==> src/rtl/interp_upsampler_pkg.sv <==
//============================================================================
// Module : interp_upsampler_pkg
// Brief  : Shared widths, state encoding, defaults and interpolation helper
//          for the interpolating upsampler.
// Rev    : 1.0  initial release
//============================================================================
`default_nettype none

package interp_upsampler_pkg;

    localparam int SAMPLE_W         = 16;
    localparam int DIFF_W           = 17;
    localparam int DEF_CE_DIV       = 4;
    localparam int DEF_LOG2_RATIO   = 2;
    localparam int DEF_FIFO_DEPTH   = 4;

    typedef enum logic [0:0] {
        IDLE = 1'b0,
        RUN  = 1'b1
    } state_t;

    // prev + floor((cur - prev) * phase / 2^log2_ratio); phase holds up to 8 bits.
    function automatic logic signed [SAMPLE_W-1:0] interp_value(
        input logic signed [SAMPLE_W-1:0] prev,
        input logic signed [SAMPLE_W-1:0] cur,
        input logic        [7:0]          phase,
        input int                         log2_ratio
    );
        logic signed [DIFF_W-1:0] diff;
        logic signed [DIFF_W+8:0] prod;
        diff = $signed({cur[SAMPLE_W-1], cur}) - $signed({prev[SAMPLE_W-1], prev});
        prod = diff * $signed({1'b0, phase});
        return SAMPLE_W'((prod >>> log2_ratio) + (DIFF_W+9)'(prev));
    endfunction

endpackage

`default_nettype wire

==> src/rtl/interp_upsampler_sample_fifo.sv <==
//============================================================================
// Module : sample_fifo
// Brief  : Show-ahead synchronous FIFO for incoming audio samples.
// Rev    : 1.0  initial release
//============================================================================
`default_nettype none

module sample_fifo
    import interp_upsampler_pkg::*;
#(
    parameter int DEPTH = DEF_FIFO_DEPTH,
    parameter int WIDTH = SAMPLE_W
) (
    input  logic             i_clk,
    input  logic             i_res,
    input  logic             i_push,
    input  logic             i_pop,
    input  logic [WIDTH-1:0] i_data,
    output logic [WIDTH-1:0] o_data,
    output logic             o_full,
    output logic             o_empty
);

    localparam int            AW     = $clog2(DEPTH);
    localparam logic [AW:0]   c_FULL = (AW+1)'(DEPTH);

    logic [WIDTH-1:0] r_mem [DEPTH];
    logic [AW-1:0]    r_wr_ptr;
    logic [AW-1:0]    r_rd_ptr;
    logic [AW:0]      r_count;
    logic             w_push;
    logic             w_pop;

    assign w_push  = i_push && !o_full;
    assign w_pop   = i_pop && !o_empty;
    assign o_full  = (r_count == c_FULL);
    assign o_empty = (r_count == '0);
    assign o_data  = r_mem[r_rd_ptr];

    always_ff @(posedge i_clk) begin
        if (w_push) begin
            r_mem[r_wr_ptr] <= i_data;
        end
    end

    always_ff @(posedge i_clk) begin
        if (i_res) begin
            r_wr_ptr <= '0;
            r_rd_ptr <= '0;
            r_count  <= '0;
        end else begin
            if (w_push) r_wr_ptr <= r_wr_ptr + AW'(1);
            if (w_pop)  r_rd_ptr <= r_rd_ptr + AW'(1);
            case ({w_push, w_pop})
                2'b10:   r_count <= r_count + (AW+1)'(1);
                2'b01:   r_count <= r_count - (AW+1)'(1);
                default: r_count <= r_count;
            endcase
        end
    end

endmodule

`default_nettype wire

==> src/rtl/interp_upsampler.sv <==
//============================================================================
// Module : interp_upsampler
// Brief  : Buffers audio samples and linearly interpolates 2^LOG2_RATIO steps
//          per sample, paced by a CE_DIV clock-enable strobe for the DAC.
//          Define INTERP_UPSAMPLER_UNDERRUN_MUTE_EN to ramp to silence on
//          underrun instead of holding the last sample.
// Rev    : 1.0  initial release
//============================================================================
`default_nettype none

module interp_upsampler
    import interp_upsampler_pkg::*;
#(
    parameter int CE_DIV     = DEF_CE_DIV,
    parameter int LOG2_RATIO = DEF_LOG2_RATIO,
    parameter int FIFO_DEPTH = DEF_FIFO_DEPTH
) (
    input  logic                i_clk,
    input  logic                i_res,
    input  logic [SAMPLE_W-1:0] i_sample,
    input  logic                i_valid,
    output logic                o_ready,
    output logic [SAMPLE_W-1:0] o_func,
    output logic                o_ce,
    output logic                o_underrun
);

    localparam int                    CNT_W    = (CE_DIV > 1) ? $clog2(CE_DIV) : 1;
    localparam logic [CNT_W-1:0]      c_CNT_MAX = CNT_W'(CE_DIV - 1);
    localparam logic [LOG2_RATIO-1:0] c_PH_MAX  = '1;

    logic [CNT_W-1:0]           r_cnt;
    logic                       r_ce;
    state_t                     r_state;
    logic [LOG2_RATIO-1:0]      r_phase;
    logic signed [SAMPLE_W-1:0] r_prev;
    logic signed [SAMPLE_W-1:0] r_cur;
    logic [SAMPLE_W-1:0]        r_func;
    logic                       r_under;

    logic                       w_full;
    logic                       w_empty;
    logic [SAMPLE_W-1:0]        w_fifo_data;
    logic                       w_push;
    logic                       w_tick;
    logic                       w_pop;
    state_t                     w_state_nxt;
    logic [LOG2_RATIO-1:0]      w_phase_nxt;
    logic signed [SAMPLE_W-1:0] w_prev_nxt;
    logic signed [SAMPLE_W-1:0] w_cur_nxt;
    logic                       w_under_nxt;

    assign w_push = i_valid && !w_full;
    assign w_tick = r_ce && ((r_state == IDLE) || (r_phase == c_PH_MAX));
    assign w_pop  = w_tick && !w_empty;

    sample_fifo #(
        .DEPTH (FIFO_DEPTH),
        .WIDTH (SAMPLE_W)
    ) u_fifo (
        .i_clk   (i_clk),
        .i_res   (i_res),
        .i_push  (w_push),
        .i_pop   (w_pop),
        .i_data  (i_sample),
        .o_data  (w_fifo_data),
        .o_full  (w_full),
        .o_empty (w_empty)
    );

    always_comb begin
        w_state_nxt = r_state;
        w_phase_nxt = r_phase;
        w_prev_nxt  = r_prev;
        w_cur_nxt   = r_cur;
        w_under_nxt = r_under;
        if (r_ce) begin
            if (r_state == IDLE) begin
                if (!w_empty) begin
                    w_state_nxt = RUN;
                    w_cur_nxt   = w_fifo_data;
                    w_prev_nxt  = '0;
                    w_phase_nxt = '0;
                end
            end else begin
                w_phase_nxt = r_phase + LOG2_RATIO'(1);
                if (w_tick) begin
                    w_prev_nxt = r_cur;
                    if (!w_empty) begin
                        w_cur_nxt = w_fifo_data;
                    end else begin
                        w_under_nxt = 1'b1;
`ifdef INTERP_UPSAMPLER_UNDERRUN_MUTE_EN
                        w_cur_nxt = '0;
`endif
                    end
                end
            end
        end
    end

    // o_func is computed from the post-update operands so it tracks the new phase.
    always_ff @(posedge i_clk) begin
        if (i_res) begin
            r_cnt   <= '0;
            r_ce    <= 1'b0;
            r_state <= IDLE;
            r_phase <= '0;
            r_prev  <= '0;
            r_cur   <= '0;
            r_func  <= '0;
            r_under <= 1'b0;
        end else begin
            r_cnt   <= (r_cnt == c_CNT_MAX) ? '0 : r_cnt + CNT_W'(1);
            r_ce    <= (r_cnt == c_CNT_MAX);
            r_state <= w_state_nxt;
            r_phase <= w_phase_nxt;
            r_prev  <= w_prev_nxt;
            r_cur   <= w_cur_nxt;
            r_under <= w_under_nxt;
            if (r_ce) begin
                r_func <= (w_state_nxt == RUN) ?
                          interp_value(w_prev_nxt, w_cur_nxt, 8'(w_phase_nxt), LOG2_RATIO) : '0;
            end
        end
    end

    assign o_ready    = !w_full;
    assign o_func     = r_func;
    assign o_ce       = r_ce;
    assign o_underrun = r_under;

endmodule

`default_nettype wire

==> config.mk <==
export PLATFORM = sky130hd
export DESIGN_NAME = interp_upsampler
export DESIGN_NICKNAME = d
export VERILOG_FILES = /design/src/rtl/interp_upsampler_pkg.sv /design/src/rtl/interp_upsampler_sample_fifo.sv /design/src/rtl/interp_upsampler.sv
export SDC_FILE = /design/constraint.sdc
export NUM_CORES = 1
export LEC_CHECK = 0
export CELL_PAD_IN_SITES_DETAIL_PLACEMENT = 1
export CELL_PAD_IN_SITES_GLOBAL_PLACEMENT = 2
export CORE_MARGIN = 2
export CORE_UTILIZATION = 44
export DETAILED_ROUTE_END_ITERATION = 8
export PLACE_DENSITY_LB_ADDON = 0.05
export RECOVER_POWER = 100
export SETUP_SLACK_MARGIN = 0.1
export SLEW_MARGIN = 20
export SYNTH_ARGS = -nofsm -noshare
export SYNTH_HDL_FRONTEND = slang
export SYNTH_SLANG_ARGS = --single-unit
==> constraint.sdc <==
create_clock -name i_clk -period 11.05 [get_ports i_clk]
set_input_delay 2.21 -clock i_clk [delete_from_list [all_inputs] [get_ports i_clk]]
set_output_delay 2.21 -clock i_clk [all_outputs]
set_load 0.01 [all_outputs]
* Yosys cells after proc, flatten, opt, wreduce, memory -nomap -nowiden *
Memories as Yosys holds them, arrays and structs flattened. A register that Yosys moved wholly into a read port is not among the register bits.
Cells that the tools add are included.

word-level totals
  bits in latches = 0
  bits in writable memories = 64
  bits in read-only memories = 0
  bits in registers = 62
  memories = 1

memory list
  memory        words  width  rd ports  clocked after Yosys merged registers in  wr ports  line                                source
  u_fifo.r_mem  4      16     1         1                                        1         interp_upsampler_sample_fifo.sv:27  logic [WIDTH-1:0] r_mem [DEPTH];

operators by class
  order comparisons = 0
  shift-type cells = 0
  div/mod/pow operators = 0
  multipliers = 1
  eq/ne operators = 5
  multiplexer cells = 20
  add/sub/neg operators = 8
  reduce and logical (&&, ||, !) cells = 12
  bitwise gates (word level) = 1

operators with widths
  cell                   count
  $mux W16               9
  $mul A17 B3 Y18        1
  $sub A16 B16 Y17       1
  $add A16 B16 Y16       1
  $mux W2                5
  $add A2 B1 Y2 const B  4
  $eq A2 B2 Y1 const B   3
  $pmux W3 S2            1
  $logic_and A1 B1 Y1    5
  $mux W1                5
  $reduce_and A4 Y1      1
  $add A3 B1 Y3 const B  1
  $eq A3 B3 Y1 const B   1
  $logic_not A3 Y1       1
  $sub A3 B1 Y3 const B  1
  $eq A2 B1 Y1 const B   1
  $logic_not A1 Y1       2
  $reduce_bool A2 Y1     1
  $reduce_or A2 Y1       1
  $logic_or A1 B1 Y1     1
  $not A1 Y1             1

* Depth between registers and ports, before layout *
Gate-level depths: netlist (run 1).

  word-level depth = 10
  depth in mapped cells = 33

* Hierarchy *
A second synthesis (run 1) with hierarchy kept.

unflattened totals
  cells, all modules = 750
  area total of the unflattened synthesis = 7684.9 um2

by module, submodules not included
  module            area each (um2)  cells each  seq. area each (um2)  times used
  interp_upsampler  4863.4           612         1101.1                1
  sample_fifo       2821.5           138         2102.0                1

* Least setup slack after synthesis (run 1) *
OpenSTA, ideal clock, no wires.

  kind = flip-flop to flip-flop
  start = register with a tool-made name
  end = register r_func[15] (netlist: o_func[15])
  setup time = 0.092 ns
  data required time = 10.958 ns
  setup slack = 4.095 ns
  path buffers = 2
  cell stages (with the launch flop) = 30
  data arrival time = 6.862 ns
  clock period less this slack = 6.955 ns
  cell sequence = dfxtp_1 -> clkbuf_1 -> buf_1 -> mux4_2 -> mux2_2 -> ha_1 -> nor2b_1 -> o31ai_1 -> a21oi_1 -> o21ai_0 -> nand2b_1 -> a21oi_1 -> xor2_1 -> nor2_1 -> ha_1 -> ha_1 -> a21o_1 -> a21oi_1 -> nor2_1 -> a221oi_1 -> nor2b_1 -> xnor2_1 -> ha_1 -> or2_2 -> o22ai_1 -> nor2_1 -> a221oi_1 -> xnor3_1 -> xnor2_1 -> o32ai_1

RTL lines
  what                  line                     source
  end signal, assigned  interp_upsampler.sv:122  r_func <= (w_state_nxt == RUN) ?
  end, declared         interp_upsampler.sv:38   logic [SAMPLE_W-1:0] r_func;

* Final worst setup path (run 1) *
  start = register r_ce (netlist: o_ce)
  end = register r_func[15] (netlist: o_func[15])

between the ends
  word-level cells in the longest chain between the ends = 8
  elaborated cells on any way between the ends = 13
  those cells by class = add/sub (2); mul (1); mux (9); reduce/logical (1)

ends and longest elaborated chain
  what                    line                        source
  start, declared         interp_upsampler.sv:33      logic r_ce;
  start signal, assigned  interp_upsampler.sv:115     r_ce <= (r_cnt == c_CNT_MAX);
  $logic_and A1 B1 Y1     interp_upsampler.sv:54      assign w_tick = r_ce && ((r_state == IDLE) || (r_phase == c_PH_MAX));
  $mux W16                interp_upsampler.sv:87      if (w_tick) begin
  $mux W16                interp_upsampler.sv:78      if (r_state == IDLE) begin
  $mux W16 *              interp_upsampler.sv:77      if (r_ce) begin
  named net w_cur_nxt[1]  interp_upsampler.sv:50      logic signed [SAMPLE_W-1:0] w_cur_nxt;
  $sub A16 B16 Y17 *      interp_upsampler_pkg.sv:31  diff = $signed({cur[SAMPLE_W-1], cur}) - $signed({prev[SAMPLE_W-1], prev});
  $mul A17 B3 Y18 *       interp_upsampler_pkg.sv:32  prod = diff * $signed({1'b0, phase});
  $add A16 B16 Y16 *      interp_upsampler_pkg.sv:33  return SAMPLE_W'((prod >>> log2_ratio) + (DIFF_W+9)'(prev));
  $mux W16 *              interp_upsampler.sv:122

Mark *: on every way through the listed nets, which the timed path passes. The rest lies on a longest branch.
A chain may end at the register's enable or synchronous reset.

==> results.yml, run 1 <==
grt:
  grt_max_degree: 50
  track_usage_pct: 20.17
  grt_pass1_wl_mm: 27.65
  grt_pass1_vias: 5524
  antenna_found_initial: 0
  grt_overflow: 0
cts:
  ctsHtreeMaxLevel: 4
  cts_setup_buffers: 0
  cts_tree: "built"
  root_buffer: "clkbuf_16"
  cts.reportedPaths.clkPinSlew_ns: 0.07
  cts_resized: 0
  cts_buffer_depth: 2
  clkLatencyLatePin_ns: 0.42
  cts.sinks: 128
  hold_buffers: 0
  cts_buffers: 17
synthesis:
  netlist.area_leader.share_pct: 26.78
  ys_types: 56
  yosys_warnings: 0
  synth_nets: 761
  synth_edf_count: 64
  syn_area_um2: 7176
  yosysTopAreaCell: "edfxtp_1"
  synth_top_family_by_area: "simple AND/OR/NAND/NOR gates"
  synth_compound_area_share_pct: 12.17
  synth_fa_ha_area_share_pct: 12.97
  synth_xor_area_share_pct: 5.074
  avgSynthCellArea_um2: 10.71
  ys_top_cells_by_area: "edfxtp_1 (27%), dfxtp_1 (18%), ha_1 (12%)"
  synth_most_common_cell: "nor2_1"
  muxShareOfSynthArea_pct: 7.812
  synth-simple-area-share_pct: 14.11
  syn_inst: 670
  ys_ff_latch: 128
  synth-seq-area-share_pct: 44.64
  synth_ff_type: "edfxtp_1"
  async_flop_share_pct: 0
  synth_commonest_cells: "nor2_1 (77), ha_1 (68), dfxtp_1 (64), edfxtp_1 (64), a21oi_1 (47)"
status:
  violations: "max-capacitance violations, max-slew violations"
  status: "complete, but fails checks"
power:
  p_int_uw: 929.8
  comb_power_share_pct: 5.9
  power_leakage_nw: 3.481
  pwr-share-seq_pct: 42.9
  p_per_area_nw_per_um2: 145.0
  p_sw_uw: 285.7
  ir_drop_mv: 0.1499
  clkPwrFrac_pct: 51.2
  power.total_mw: 1.215
  p_sw_share_pct: 23.51
timing:
  worst_slew_margin_rel_pct: -53.39
  rsz0062_at_grt: "false"
  drv_slew: 50
  fin_tns_setup_ns: 0
  hold_violations: 0
  final.period_utilization_pct: 74.36
  fin_skew_ns: 0.01412
  fin_crit_ns: 8.217
  setup_viol: 0
  tightest_slew_ns: 2.301
  max_freq_mhz: 121.7
min_path:
  worstHoldEndpoint: "r_cnt[0]$_SDFF_PP0_"
  hp-class: "reg2reg"
  hp-start: "r_cnt[0]$_SDFF_PP0_"
  holdPathStages: 1
drt:
  drc_errors: 0
  drtIter0Drc: 156
  wl_per_cell_um: 17.60
  via_count: 5073
  vias_per_cell: 5.420
  drt-pass1-iter-count: 4
  wirelength_mm: 16.48
  ant_nets: 0
place:
  io_buffers: 37
  dp_hpwl_mm: 11.89
  place_congestion: 0.7755
die:
  start_util_pct: 45.17
  die_h_um: 131.7
  io_pins: 38
  core_um2: 15890
  rows: 46
  dieArea_um2: 17350
  dieWidth_um: 131.7
worst_setup_path:
  cp.required_ns: 11.27
  critPathArrivalTime_ns: 8.44
  worst_r2r_path_depth: 30
  critPathMaxStageDelay_ns: 0.91
  path_max_fanout: 28
  rrSetupSlack_ns: 2.83
  cpMaxStageDelayCell: "and3_1"
  start_kind: "flip-flop"
  endpoint_kind: "flip-flop"
  critPathBufInv: 2
  reg2reg_from: "o_ce$_SDFF_PP0_"
  cp_top_family: "compound AO/OA/AOI/OAI gates"
  r2r_end: "o_func[15]$_SDFFE_PP0P_"
  worstSetupPathType: "reg2reg"
final_layout:
  drive_gt1_share_pct: 10.00
  nFillCells: 1706
  nets: 798
  diodes: 0
  syn2layout_area_growth_pct: 16.81
job:
  max_cap_viol_count: 1
==> flip-flops by register name, summed over array words and instances, names as in the netlist, named ones only <==
| register | cells |
|---|---|
| o_ce | 1 |
| o_func | 16 |
| o_underrun | 1 |
| r_cnt | 2 |
| r_cur | 16 |
| r_phase | 2 |
| r_prev | 16 |
| r_state | 1 |
| u_fifo.r_count | 3 |
| u_fifo.r_mem | 64 |
| u_fifo.r_rd_ptr | 2 |
| u_fifo.r_wr_ptr | 2 |
==> through the flow <==
step                setup WS (ns)  util (%)  hold WS (ns)  area [um2]  std cells
global placement            3.607     48.73        0.4158        7741        904
CTS                         3.189     52.79        0.4467        8386        936
global route                2.038     52.76        0.4700        8382        936
floorplan                   4.095         -        0.4082        7176        670
detailed placement          3.246     48.73        0.4371        7741        904
finish                      2.833     52.76        0.4434        8382        936
==> area by class of cell <==
class / count / area, um2 / share of cell area [%]
multi-input combinational: 483 / 3741 / 44.63
inverter: 37 / 138.9 / 1.657
sequential: 128 / 3204 / 38.23
clock inverter: 15 / 219.0 / 2.612
tap: 216 / 270.3 / 3.224
clock buffer: 17 / 425.4 / 5.075
timing repair buffer: 40 / 382.9 / 4.568
==> cells in the final DEF, fill, tap and decap left out, types with 9 or more instances in the layout <==
cell type,count
nand2b_1,12
ha_1,68
o21ai_0,21
and3_1,11
xnor2_1,26
xor2_1,13
nor3_1,14
a21oi_1,47
clkbuf_16,17
inv_1,37
a21boi_0,9
nor2_1,77
nor2b_1,19
mux4_2,16
dfxtp_1,63
dlygate4sd3_1,35
a22oi_1,14
and2_1,10
mux2_2,16
nand2_1,21
edfxtp_1,64
==> worst register-to-register path, delay by kind of cell, from the launching register on <==
family                   cells  cell delay, ns
multiplexers                 1            0.50
flip-flops                   1            0.31
AND/OR/NAND/NOR              7            1.86
buffers and inverters        2            0.94
AO/OA/AOI/OAI               12            2.38
XOR/XNOR                     4            0.90
adder cells (fa/ha/maj)      4            1.11
==> cell families after synthesis <==
kind of cell,count (synthesis)
AO/OA/AOI/OAI,136
XOR/XNOR,40
adder cells (fa/ha/maj),72
buffers and inverters,59
flip-flops,128
multiplexers,34
AND/OR/NAND/NOR,201
==> worst max-delay path by stage <==
stage,cells after the start,slack (ns),startpoint,endpoint
after global routing,30,2.04,o_ce$_SDFF_PP0_,o_func[15]$_SDFFE_PP0P_
after floorplan,29,4.10,flip-flop,o_func[15]$_SDFFE_PP0P_
after detailed placement,31,3.25,r_phase[0]$_SDFF_PP0_,o_func[15]$_SDFFE_PP0P_
after global placement,31,3.61,r_phase[0]$_SDFF_PP0_,o_func[15]$_SDFFE_PP0P_
after CTS,31,3.19,r_phase[0]$_SDFF_PP0_,o_func[15]$_SDFFE_PP0P_
final,30,2.83,o_ce$_SDFF_PP0_,o_func[15]$_SDFFE_PP0P_
==> layer usage <==
layer	vias up	wire length (um)	global-route usage, %	share of wire [%]
met5	-	0	0	0
met4	0	228	6.039	1.4
met3	19	433	3.704	2.6
met2	69	8098	35.63	49
met1	2488	7716	25.18	47
li1	2497	-	-	-
==> power groups by stage <==
stage               Sequential [mW]  Clock (mW)  Combinational (mW)
global placement              0.530           0              0.0709
detailed placement            0.531           0              0.0738
global route                  0.523       0.652              0.0809
finish                        0.521       0.622              0.0723
floorplan                     0.528           0              0.0508
CTS                           0.521       0.632              0.0746
No activity file was read; power rests on OpenSTA's default activity.
==> run 2, diff against run 1 <==
--- a/config.mk
+++ b/config.mk
@@ -8,7 +8,7 @@
 export CELL_PAD_IN_SITES_DETAIL_PLACEMENT = 1
 export CELL_PAD_IN_SITES_GLOBAL_PLACEMENT = 2
 export CORE_MARGIN = 2
-export CORE_UTILIZATION = 44
+export CORE_UTILIZATION = 40
 export DETAILED_ROUTE_END_ITERATION = 8
 export PLACE_DENSITY_LB_ADDON = 0.05
 export RECOVER_POWER = 100
==> constraint.sdc (replaced) <==
create_clock -name i_clk -period 7.56 [get_ports i_clk]
set_input_delay 1.512 -clock i_clk [delete_from_list [all_inputs] [get_ports i_clk]]
set_output_delay 1.512 -clock i_clk [all_outputs]
set_load 0.01 [all_outputs]
==> results.yml, run 2 (synthesized netlist as in run 1, its figures left out) <==
status:
  status: "complete, but fails checks"
  violations: "max-capacitance violations, max-slew violations"
final_layout:
  seq_area_um2: 3203
  drive_gt1_share_pct: 10.62
  largest_reg_flops: 64
  design_area_um2: 8351
  layout_common_cells: "nor2_1 (77), ha_1 (68), dfxtp_1 (64), edfxtp_1 (64), a21oi_1 (46)"
  multi_input_area_um2: 3772
  nets: 803
  diodes: 0
  layout_commonest_cell: "nor2_1"
  syn2layout_area_growth_pct: 16.37
  fin_util_pct: 47.95
  regMostFlops: "u_fifo.r_mem"
  nFillCells: 1885
drt:
  vias_per_cell: 5.229
  drc_errors: 0
  drtIter0Drc: 205
  via_count: 4968
  wirelength_mm: 16.20
  drt-pass1-iter-count: 4
  met2WireLength_mm: 7.799
  ant_nets: 0
  met1_length_mm: 8.010
  dr.max_layer_used: "met4"
  routed-wl-met3_um: 239
  wl_per_cell_um: 17.05
job:
  max_cap_viol_count: 1
cts:
  root_buffer: "clkbuf_16"
  ctsHtreeMaxLevel: 4
  cts.reportedPaths.clkPinSlew_ns: 0.06
  cts_buffer_depth: 2
  clkLatencyLatePin_ns: 0.42
  cts_buffers: 17
  cts_tree: "built"
  cts_setup_buffers: 0
  cts.sinks: 128
timing:
  max_freq_mhz: 144.6
  rsz0062_at_grt: "false"
  setup_viol: 0
  fin_tns_setup_ns: 0
  fin_crit_ns: 6.915
  hold_violations: 0
  final.period_utilization_pct: 91.47
  tightest_slew_ns: 2.356
  holdWs_ns: 0.4311
  fin_skew_ns: 0.01313
  drv_slew: 50
  worst_slew_margin_rel_pct: -57.04
die:
  die_h_um: 137.9
  rows: 48
  dieArea_um2: 19030
  dieWidth_um: 137.9
  start_util_pct: 41.20
  core_um2: 17420
  io_pins: 38
place:
  place_congestion: 0.8158
  place_area_um2: 7790
  io_buffers: 37
  dp_hpwl_mm: 11.97
min_path:
  hp-class: "reg2reg"
  holdPathStages: 1
grt:
  antenna_found_initial: 0
  grt_overflow: 0
  grt_pass1_vias: 5187
  track_usage_pct: 18.37
  grt_max_degree: 50
  grt_pass1_wl_mm: 26.51
worst_setup_path:
  critPathArrivalTime_ns: 7.13
  cp.required_ns: 7.77
  endpoint_kind: "flip-flop"
  cp_top_family: "compound AO/OA/AOI/OAI gates"
  path_max_fanout: 16
  critPathMaxStageDelay_ns: 0.59
  start_kind: "flip-flop"
  path_common_cell: "ha_1"
  worstSetupPathType: "reg2reg"
  worst_r2r_path_depth: 30
  crit_cells: 30
  critPathBufInv: 0
  cpMaxStageDelayCell: "or4_4"
power:
  power.total_mw: 1.632
  ir_drop_mv: 0.1511
  p_per_area_nw_per_um2: 195.4
  power_leakage_nw: 3.460
run 2: stage by stage:
stage,cells,worst slack [ns]
after floorplan,670,0.6052
after global placement,918,0.4186
after detailed placement,918,0.1989
after CTS,950,0.1634
after global routing,950,0.06699
final,950,0.6447
run 2: final timing paths:
path	slack [ns]	from	endpoint
max	0.64	u_fifo.r_count[1]$_SDFFE_PP0P_	o_func[15]$_SDFFE_PP0P_
min	0.43	r_cnt[0]$_SDFF_PP0_	r_cnt[0]$_SDFF_PP0_
max reg2reg	0.64	u_fifo.r_count[1]$_SDFFE_PP0P_	o_func[15]$_SDFFE_PP0P_
min reg2reg	0.43	r_cnt[0]$_SDFF_PP0_	r_cnt[0]$_SDFF_PP0_
run 2: worst reg2reg max path, delay by kind of cell, from the launching register on:
family	cells	cell delay [ns]
AO/OA/AOI/OAI	11	2.31
XOR/XNOR	4	0.82
adder cells (fa/ha/maj)	5	1.34
flip-flops	1	0.35
AND/OR/NAND/NOR	10	1.87
run 2: power breakdown:
| part | switching (mW) | total, mW | internal, mW |
|---|---|---|---|
| registers | 0.00893 | 0.761 | 0.752 |
| logic | 0.0629 | 0.109 | 0.0459 |
| clock network | 0.338 | 0.762 | 0.424 |
run 2: cell type report:
type	count	share of cell area, %
Inverter	37	1.663
Multi-Input combinational cell	483	45.18
Clock buffer	18	5.139
Tap cell	225	3.371
Clock inverter	14	1.259
Sequential cell	128	38.36
Timing Repair Buffer	45	5.034
run 2: repair_timing:
| action | 4_1_cts | 5_1_grt |
|---|---|---|
| resized for setup | 0 | 11 |
| endpoints found under the setup margin | 0 | 4 |
| hold buffers | 0 | 0 |
run 2: routing by layer:
metal / global-route usage, % / vias to the layer above
li1: - / 2511
met4: 5.952 / 0
met3: 2.741 / 13
met5: 0 / -
met1: 24.57 / 2395
met2: 30.64 / 49
